File: src/rtl/tms9918_cpu_port.sv
// -----------------------------------------------------------------------------
// tms9918_cpu_port
// Host-side CPU interface of the TMS9918 VDP. Decodes MODE/read/write byte
// strobes into the 14-bit VRAM address latch, register writes, status reads
// and VRAM data accesses, and drives the VRAM CPU port including the
// read-ahead buffer with retry when the display fetch steals the read slot.
//
// Optional build macro: TMS9918_CPU_PORT_OVERRUN_EN
//   When defined, adds output 'overrun': a sticky flag set by any host strobe
//   that arrives while host_busy is high, cleared by a control (status) read.
// Bit numbering follows the original part: bit 0 is the MSB.
// -----------------------------------------------------------------------------
module tms9918_cpu_port (
   input  logic        clk,
   input  logic        reset_n,
   input  logic        host_wr,
   input  logic        host_rd,
   input  logic        host_mode,
   input  logic [0:7]  host_wdata,
   output logic [0:7]  host_rdata,
   output logic        host_busy,
   input  logic [0:7]  status_in,
   output logic        status_rd,
   output logic        reg_wr,
   output logic [0:2]  reg_num,
   output logic [0:7]  reg_data,
   output logic        cpu_read,
   output logic        cpu_write,
   output logic [0:13] cpu_addr,
   output logic [0:7]  cpu_wdata,
   input  logic [0:7]  cpu_rdata,
   input  logic        cpu_read_ready
`ifdef TMS9918_CPU_PORT_OVERRUN_EN
   ,
   output logic        overrun
`endif
);

   typedef enum logic [1:0] {
      ST_IDLE    = 2'd0,
      ST_ISSUE   = 2'd1,
      ST_CAPTURE = 2'd2
   } state_e;

   state_e      state_q, state_d;
   logic [0:13] addr_q, addr_d;         // VRAM address pointer
   logic        flag_q, flag_d;         // 1 = next control write is the second byte
   logic [0:7]  latch_q, latch_d;       // first control byte
   logic [0:7]  buf_q, buf_d;           // read-ahead buffer
   logic [0:7]  rdata_q, rdata_d;
   logic        status_rd_q, status_rd_d;
   logic        reg_wr_q, reg_wr_d;
   logic [0:2]  reg_num_q, reg_num_d;
   logic [0:7]  reg_data_q, reg_data_d;
   logic        cpu_write_q, cpu_write_d;
   logic [0:13] wr_addr_q, wr_addr_d;   // address of the write in flight
   logic [0:7]  wdata_q, wdata_d;

   // Next-state decode: prefetch FSM plus host strobe handling (IDLE only).
   always_comb begin
      // NOTE: every signal gets a default first so no path leaves it unassigned,
      // which would otherwise infer a latch.
      state_d     = state_q;
      addr_d      = addr_q;
      flag_d      = flag_q;
      latch_d     = latch_q;
      buf_d       = buf_q;
      rdata_d     = rdata_q;
      status_rd_d = 1'b0;
      reg_wr_d    = 1'b0;
      reg_num_d   = reg_num_q;
      reg_data_d  = reg_data_q;
      cpu_write_d = 1'b0;
      wr_addr_d   = wr_addr_q;
      wdata_d     = wdata_q;

      case (state_q)
         ST_ISSUE: begin
            // Display fetch won the slot: keep requesting the same address.
            if (cpu_read_ready) state_d = ST_CAPTURE;
         end
         ST_CAPTURE: begin
            buf_d   = cpu_rdata;
            addr_d  = addr_q + 14'd1;
            state_d = ST_IDLE;
         end
         default: begin
            // Host strobes are only honoured while idle; a write beats a read.
            if (host_wr && host_mode) begin
               if (!flag_q) begin
                  latch_d      = host_wdata;
                  addr_d[6:13] = host_wdata;
                  flag_d       = 1'b1;
               end else begin
                  flag_d = 1'b0;
                  if (host_wdata[0]) begin
                     reg_wr_d   = 1'b1;
                     reg_num_d  = host_wdata[5:7];
                     reg_data_d = latch_q;
                  end else begin
                     addr_d = {host_wdata[2:7], latch_q};
                     if (!host_wdata[1]) state_d = ST_ISSUE;
                  end
               end
            end else if (host_wr) begin
               cpu_write_d = 1'b1;
               wr_addr_d   = addr_q;
               wdata_d     = host_wdata;
               buf_d       = host_wdata;
               addr_d      = addr_q + 14'd1;
               flag_d      = 1'b0;
            end else if (host_rd && host_mode) begin
               rdata_d     = status_in;
               status_rd_d = 1'b1;
               flag_d      = 1'b0;
            end else if (host_rd) begin
               rdata_d = buf_q;
               flag_d  = 1'b0;
               state_d = ST_ISSUE;
            end
         end
      endcase
   end

   // State register with asynchronous reset; reset drops cpu_read at once.
   always_ff @(posedge clk or negedge reset_n) begin
      if (!reset_n) begin
         state_q     <= ST_IDLE;
         addr_q      <= '0;
         flag_q      <= 1'b0;
         latch_q     <= '0;
         buf_q       <= '0;
         rdata_q     <= '0;
         status_rd_q <= 1'b0;
         reg_wr_q    <= 1'b0;
         reg_num_q   <= '0;
         reg_data_q  <= '0;
         cpu_write_q <= 1'b0;
         wr_addr_q   <= '0;
         wdata_q     <= '0;
      end else begin
         // NOTE: non-blocking assignments so every register samples the
         // pre-edge values, independent of statement order.
         state_q     <= state_d;
         addr_q      <= addr_d;
         flag_q      <= flag_d;
         latch_q     <= latch_d;
         buf_q       <= buf_d;
         rdata_q     <= rdata_d;
         status_rd_q <= status_rd_d;
         reg_wr_q    <= reg_wr_d;
         reg_num_q   <= reg_num_d;
         reg_data_q  <= reg_data_d;
         cpu_write_q <= cpu_write_d;
         wr_addr_q   <= wr_addr_d;
         wdata_q     <= wdata_d;
      end
   end

`ifdef TMS9918_CPU_PORT_OVERRUN_EN
   logic overrun_q;

   // Sticky protocol-violation flag; a status read acknowledges it.
   always_ff @(posedge clk or negedge reset_n) begin
      if (!reset_n) begin
         overrun_q <= 1'b0;
      end else if (host_busy && (host_wr || host_rd)) begin
         overrun_q <= 1'b1;
      end else if (!host_busy && host_rd && !host_wr && host_mode) begin
         overrun_q <= 1'b0;
      end
   end

   assign overrun = overrun_q;
`endif

   // Writes and prefetches never overlap: a write only launches from IDLE.
   assign cpu_read   = (state_q == ST_ISSUE);
   assign cpu_write  = cpu_write_q;
   assign cpu_addr   = cpu_write_q ? wr_addr_q : addr_q;
   assign cpu_wdata  = wdata_q;
   assign host_busy  = (state_q != ST_IDLE);
   assign host_rdata = rdata_q;
   assign status_rd  = status_rd_q;
   assign reg_wr     = reg_wr_q;
   assign reg_num    = reg_num_q;
   assign reg_data   = reg_data_q;

endmodule
File: config.mk
export PLATFORM = sky130hd
export DESIGN_NAME = tms9918_cpu_port
export DESIGN_NICKNAME = d
export VERILOG_FILES = /design/src/rtl/tms9918_cpu_port.sv
export SDC_FILE = /design/constraint.sdc
export NUM_CORES = 1
export LEC_CHECK = 0
export BUFFER_PORTS_ARGS = -buffer_cell sky130_fd_sc_hd__buf_4
export CORE_MARGIN = 2
export CORE_UTILIZATION = 45
export CTS_CLUSTER_SIZE = 24
export DETAILED_ROUTE_END_ITERATION = 16
export GPL_ROUTABILITY_DRIVEN = 0
export PLACE_DENSITY = 0.71
export SLEW_MARGIN = 20
export SYNTH_ARGS = -nofsm -noshare
export SYNTH_HDL_FRONTEND = slang
export SYNTH_SLANG_ARGS = --single-unit
File: constraint.sdc
create_clock -name clk -period 2.9 [get_ports clk]
set_clock_uncertainty 0.05 [all_clocks]
set_input_delay 0.145 -clock clk [delete_from_list [all_inputs] [get_ports clk]]
set_output_delay 0.145 -clock clk [all_outputs]
set_load 0.1 [all_outputs]
==> out/qor.csv, run 1 <==
stage,metric,value,unit
floorplan,Die Y-Extent,95.77,um
timing,RSZ-0062 raised after global routing,no,
layout,most frequent cells in the layout,"buf_4 (82), dfrtp_1 (77), mux2_2 (43), nand2_1 (25), a21oi_1 (23)",
floorplan,Die Footprint,9172,um^2
synth,post-synth cell types,46,
cts,H-tree levels,3,
cts,"Reg clk slew, reported paths",0.09,ns
outcome,outcome,completed,
route,vias,2851,
timing,fin crit share,79.73,%
floorplan,initial core utilization,46.36,%
grt,number of global-route vias before repair,2722,
synth,Syn Inst Count,336,
synth,register area share after synthesis,50.84,%
grt,initial antenna violation count,0,
critical_path,slowest CP cell,or4_4,
route,Initial DRT Pass Iterations,4,
timing,fin crit period,2.312,ns
grt,GR Overflow Total,0,
hold_path,hold path depth,2,
place,DPL Wire Length,5852,um
job,MaxCap Viol Count,0,
critical_path,Critical Path Fanout Max,8,
route,post-route ant nets,0,
route,WL final,8341,um
cts,Root Driver,clkbuf_8,
cts,Clock Tree Buf Depth,2,
grt,met3 Usage GRT,3.602,%
layout,area grow syn2layout,22.98,%
synth,prevailing post-synth register cell,dfrtp_1,
cts,clk_lat worst skew,0.35,ns
floorplan,die width,95.77,um
critical_path,CP max stage delay,0.54,ns
place,placed cell area,4477,um^2
cts,Post-CTS Hold Fix Bufs,1,
route,DR iter-0 viols,97,
critical_path,CP Capture Type,flop,
layout,final instance area,4661,um^2
cts,Clock Sink Count,77,
route,drt via density,5.441,
grt,Tot GR Track Use,19.19,%
critical_path,CP Data Arrival Time,2.49,ns
grt,largest net degree at the start of global routing,78,
grt,layer with the highest usage,met2,
synth,#FFs+latches synth,77,
critical_path,worst path bufs/invs,1,
floorplan,num rows,33,
cts,post-cts sizing count,0,
layout,layout cell share with drive strength beyond 1,35.32,%
layout,filler cell count in the final layout,748,
layout,"commonest non-fill, non-tap cell in the layout",buf_4,
cts,CTS tree,done,
critical_path,worst endpoint required time,3.08,ns
timing,Final Hold Vio Count,0,
synth,"EDFF count, synth",0,
critical_path,crit start category,flop,
grt,met2 usage,29.08,%
route,Routed WL per cell,15.92,um
layout,FF/Latch Area,1927,um^2
synth,Synth Warn #,0,
critical_path,Setup Crit Path Kind,flop to flop,
grt,global-route wire length before repair,13470,um
timing,final setup violation count,0,
floorplan,num ports,76,
critical_path,stages on the worst setup path,6,
synth,Syn Nets,372,
critical_path,kind of cell adding the most delay to the critical path,simple AND/OR/NAND/NOR gates,
synth,post-synthesis cell area,3790,um^2
timing,Slew @ Worst Pin,0.9488,ns
critical_path,"Cell Chain, Critical Path",inv_1 > ha_1 > and3b_1 > or4_4 > a2111oi_2 > nor3_1,
timing,Max Transition Viols Final,0,
grt,GR Layer Usage met1,27.20,%
synth,Mean Syn Cell Area,11.28,um^2
layout,Ant. Diodes,0,
timing,maximum clock frequency,0.4325,GHz
synth,"FFs w/ async S/R, synth",100.0,%
layout,Multi-input gate area,1773,um^2
cts,Post CTS Setup Buffer Count,0,
route,DRC viols,0,
critical_path,cells on worst reg2reg path,6,
timing,Rel. slew slack,36.75,%
layout,fin nets,450,
place,I/O Buffers,75,
hold_path,HP Class,input pin to flop,
floorplan,core area,8175,um^2
cts,CTS Buf Count,9,
==> cell type report <==
type	instances	share of cell area, %
clock buffer	9	2.658
clock inverter	7	1.074
inverter	8	0.6443
multi-input combinational	235	38.04
sequential	77	41.34
tap	105	2.819
timing repair buffer	83	13.42
==> stage by stage <==
stage / setup TNS (ns) / cells / setup WS [ns] / utilization (%) / hold slack [ns]
finish: 0 / 524 / 0.5878 / 57.01 / 0.01568
global route: 0 / 524 / 0.4430 / 57.01 / 0.01004
CTS: 0 / 524 / 0.5825 / 57.01 / 0.007978
detailed placement: 0 / 507 / 0.6057 / 54.76 / 0.3095
global placement: 0 / 507 / 0.6629 / 54.76 / 0.3062
floorplan: -2.827 / 336 / -0.7098 / - / -0.2006
==> worst paths after layout <==
path                                from  slack (ns)      endpoint
setup / recovery              state_q[0]        0.59     addr_q[2]
hold / removal             host_wdata[1]        0.02    latch_q[1]
setup reg to reg              state_q[0]        0.59     addr_q[2]
hold reg to reg                 buf_q[4]        0.43      buf_q[4]
max in group asynchronous        reset_n        1.75  wr_addr_q[0]
min in group asynchronous        reset_n        0.43      buf_q[1]
==> synth_stat cells (2+ instances only) <==
master	count	area, um^2
a2111oi_2	2	30.03
a211oi_1	4	30.03
a21oi_1	23	115.1
a2bb2oi_1	3	26.28
a31oi_1	7	43.79
and3b_1	2	17.52
buf_1	2	7.510
buf_2	4	20.02
clkbuf_1	10	37.54
dfrtp_1	77	1927
ha_1	6	75.07
inv_1	8	30.03
mux2_1	11	123.9
mux2_2	43	484.2
mux2i_1	20	200.2
nand2_1	25	93.84
nand2b_1	5	31.28
nand3_1	2	10.01
nand4_1	2	12.51
nor2_1	19	71.32
nor2b_1	3	18.77
nor3_1	5	25.02
nor3b_1	2	15.01
nor4_1	3	18.77
o21a_1	2	15.01
o21ai_0	14	70.07
o21ai_1	6	30.03
o21bai_1	3	22.52
o22a_1	4	35.03
o22ai_1	2	12.51
or3_1	2	12.51
==> per-layer routing <==
metal	wire length, um	vias to the layer above	share of wire [%]
met1	3830	1357	46
met3	563	16	6.7
li1	-	1380	-
met5	0	-	0
met2	3745	98	45
met4	201	0	2.4
==> registers in the layout, indices dropped and copies added, names as in the netlist <==
signal	flops
cpu_wdata	8
reg_wr	1
reg_data	8
host_rdata	8
reg_num	3
addr_q	14
latch_q	8
buf_q	8
state_q	2
wr_addr_q	14
status_rd	1
flag_q	1
cpu_write	1
==> cell families after synthesis <==
kind of cell             count (synthesis)  share of synthesized area (%)
AO/OA/AOI/OAI                           78                          13.14
adder cells (fa/ha/maj)                  6                          1.981
buffers and inverters                   24                          2.509
flip-flops                              77                          50.84
multiplexers                            74                          21.33
AND/OR/NAND/NOR                         77                          10.20
Power of run 1 is left out: the tool's default activity adds up to more than one toggle a clock period on the data nets, which glitch-free logic cannot reach.
==> run 2, diff against run 1 <==
clock period = 2.2 ns   (was 2.9 ns; I/O delays follow)
==> run 2 against run 1 <==
  * Cell count rose by 3.1%
  * Wire length rose by 3.4%
  * Cell area rose by 4.0%
  * Hold slack got worse by 0.0076 ns
  * Count of clock-buffer cells in the layout rose by 1
  * Highest routed layer unchanged
  * Sequential cell count unchanged
  * Register-to-register slack worse by 0.48 ns
==> out/qor.csv, run 2 (synthesis gave the netlist of run 1 again) <==
stage,metric,value,unit,change
layout,most frequent cells in the layout,"buf_4 (91), dfrtp_1 (76), mux2_2 (43), nand2_1 (25), a21oi_1 (23)",,
cts,Root Driver,clkbuf_8,,
floorplan,num rows,33,,unchanged
layout,Ant. Diodes,0,,unchanged
floorplan,die width,95.77,um,unchanged
grt,global-route wire length before repair,13870,um,+3.0%
timing,maximum clock frequency,0.4778,GHz,+10%
critical_path,Setup Crit Path Kind,flop to flop,,
place,I/O Buffers,75,,unchanged
layout,Regs by FF count,"addr_q x14, wr_addr_q x14",,
critical_path,CP max stage delay,0.54,ns,about the same
timing,fin crit period,2.093,ns,-0.2195 ns
grt,initial antenna violation count,0,,unchanged
cts,CTS Buf Count,9,,unchanged
critical_path,worst endpoint required time,2.38,ns,-0.70 ns
critical_path,CP Data Arrival Time,2.27,ns,-0.22 ns
layout,final instance area,4847,um^2,+4.0%
grt,GR Overflow Total,0,,unchanged
job,MaxCap Viol Count,0,,unchanged
critical_path,"Cell Chain, Critical Path",inv_1 > ha_1 > and3b_1 > or4_4 > a2111oi_2 > nor3_1,,
place,DPL Wire Length,6219,um,+6.3%
cts,Post CTS Setup Buffer Count,0,,unchanged
route,Initial DRT Pass Iterations,4,,unchanged
route,Routed WL per cell,15.97,um,+0.33%
layout,fin nets,466,,+3.6%
route,post-route ant nets,0,,unchanged
layout,area grow syn2layout,27.90,%,
outcome,outcome,completed,,
grt,Tot GR Track Use,19.93,%,+0.75 points
timing,final setup violation count,0,,unchanged
timing,Max Transition Viols Final,0,,unchanged
timing,RSZ-0062 raised after global routing,no,,
floorplan,Die Y-Extent,95.77,um,unchanged
floorplan,num ports,76,,unchanged
cts,clk_lat worst skew,0.34,ns,about the same
grt,number of global-route vias before repair,2847,,+4.6%
route,drt via density,5.481,,+0.75%
floorplan,core area,8175,um^2,unchanged
timing,Slew @ Worst Pin,0.6504,ns,-0.2984 ns
timing,Rel. slew slack,56.44,%,+20 points
timing,fin crit share,95.12,%,+15 points
floorplan,Die Footprint,9172,um^2,unchanged
grt,largest net degree at the start of global routing,40,,-49%
route,vias,2960,,+3.8%
timing,Final Hold Vio Count,0,,unchanged
hold_path,HP Class,input pin to flop,,
place,placed cell area,4586,um^2,+2.4%
critical_path,crit start category,flop,,
route,DR iter-0 viols,110,,+13%
route,WL final,8624,um,+3.4%
route,DRC viols,0,,unchanged
critical_path,CP Capture Type,flop,,
floorplan,initial core utilization,46.36,%,unchanged
cts,CTS tree,done,,
critical_path,Critical Path Fanout Max,4,,-4
critical_path,slowest CP cell,or4_4,,
timing,TNS Setup,0,ns,unchanged
layout,layout cell share with drive strength beyond 1,37.47,%,+2.1 points
cts,Clock Tree Buf Depth,2,,unchanged
layout,filler cell count in the final layout,703,,-6.0%
layout,"commonest non-fill, non-tap cell in the layout",buf_4,,
cts,"Reg clk slew, reported paths",0.08,ns,about the same
cts,Clock Sink Count,77,,unchanged
cts,H-tree levels,3,,unchanged
[run 2: cell count changes in the layout (fill, tap and decap cells not counted), sizes merged]
cell         delta
buf            +10
bufinv          +1
clkbuf          +1
clkinv          -3
clkinvlp        +2
dlygate4sd3     +6
inv             -1
[run 2: what timing repair did]
| action | 4_1_cts | 5_1_grt |
|---|---|---|
| resized for setup | 0 | 0 |
| hold buffers | 7 | 0 |
| hold endpoints to repair | 46 | 0 |
[run 2: cell type report]
type	instances	area [um^2]	area share [%]
well taps	105	131.4	2.710
clock buffers	10	127.6	2.633
multi-input cells	235	1793	36.99
clock inverters	6	63.81	1.316
inverters	8	30.03	0.6195
flip-flops and latches	77	1928	39.78
repair buffers	99	773.2	15.95
[run 2: worst paths after layout]
path,from,to,slack (ns),depth (start not counted)
max in group asynchronous,reset_n,cpu_write,1.15,3
worst max register to register,state_q[0],addr_q[2],0.11,6
min in group asynchronous,reset_n,reg_num[0],0.22,2
worst min register to register,buf_q[2],buf_q[2],0.44,2
worst min-delay path,status_in[0],host_rdata[0],0.008,3
worst max-delay path,state_q[0],addr_q[2],0.11,6
[run 2: worst max-delay path: cells and delay by family (launching register included)]
kind | cells | cell delay, ns
simple gates | 3 | 0.83
flops | 1 | 0.42
compound gates | 1 | 0.37
fa+ha+maj | 1 | 0.17
buf+inv | 1 | 0.14
[run 2: metrics by stage]
stage          hold slack, ns  setup WS, ns  instances  utilization [%]
2_1_floorplan         -0.2356      0.002846        336                -
3_3_place_gp          0.06384        0.1929        517            56.09
3_5_place_dp          0.07203        0.1249        517            56.09
4_1_cts              0.003626        0.1090        540            59.29
5_1_grt               0.01497       0.03149        540            59.29
6_report             0.008045        0.1073        540            59.29
[run 2: metal layers]
| metal | wire length [um] | track usage, % | vias up |
|---|---|---|---|
| met4 | 97 | 7.143 | 0 |
| met5 | 0 | 0 | - |
| met1 | 3888 | 26.89 | 1451 |
| met2 | 4217 | 32.46 | 72 |
| met3 | 421 | 3.524 | 8 |
| li1 | - | - | 1429 |
Power of run 2 is left out for the same reason.
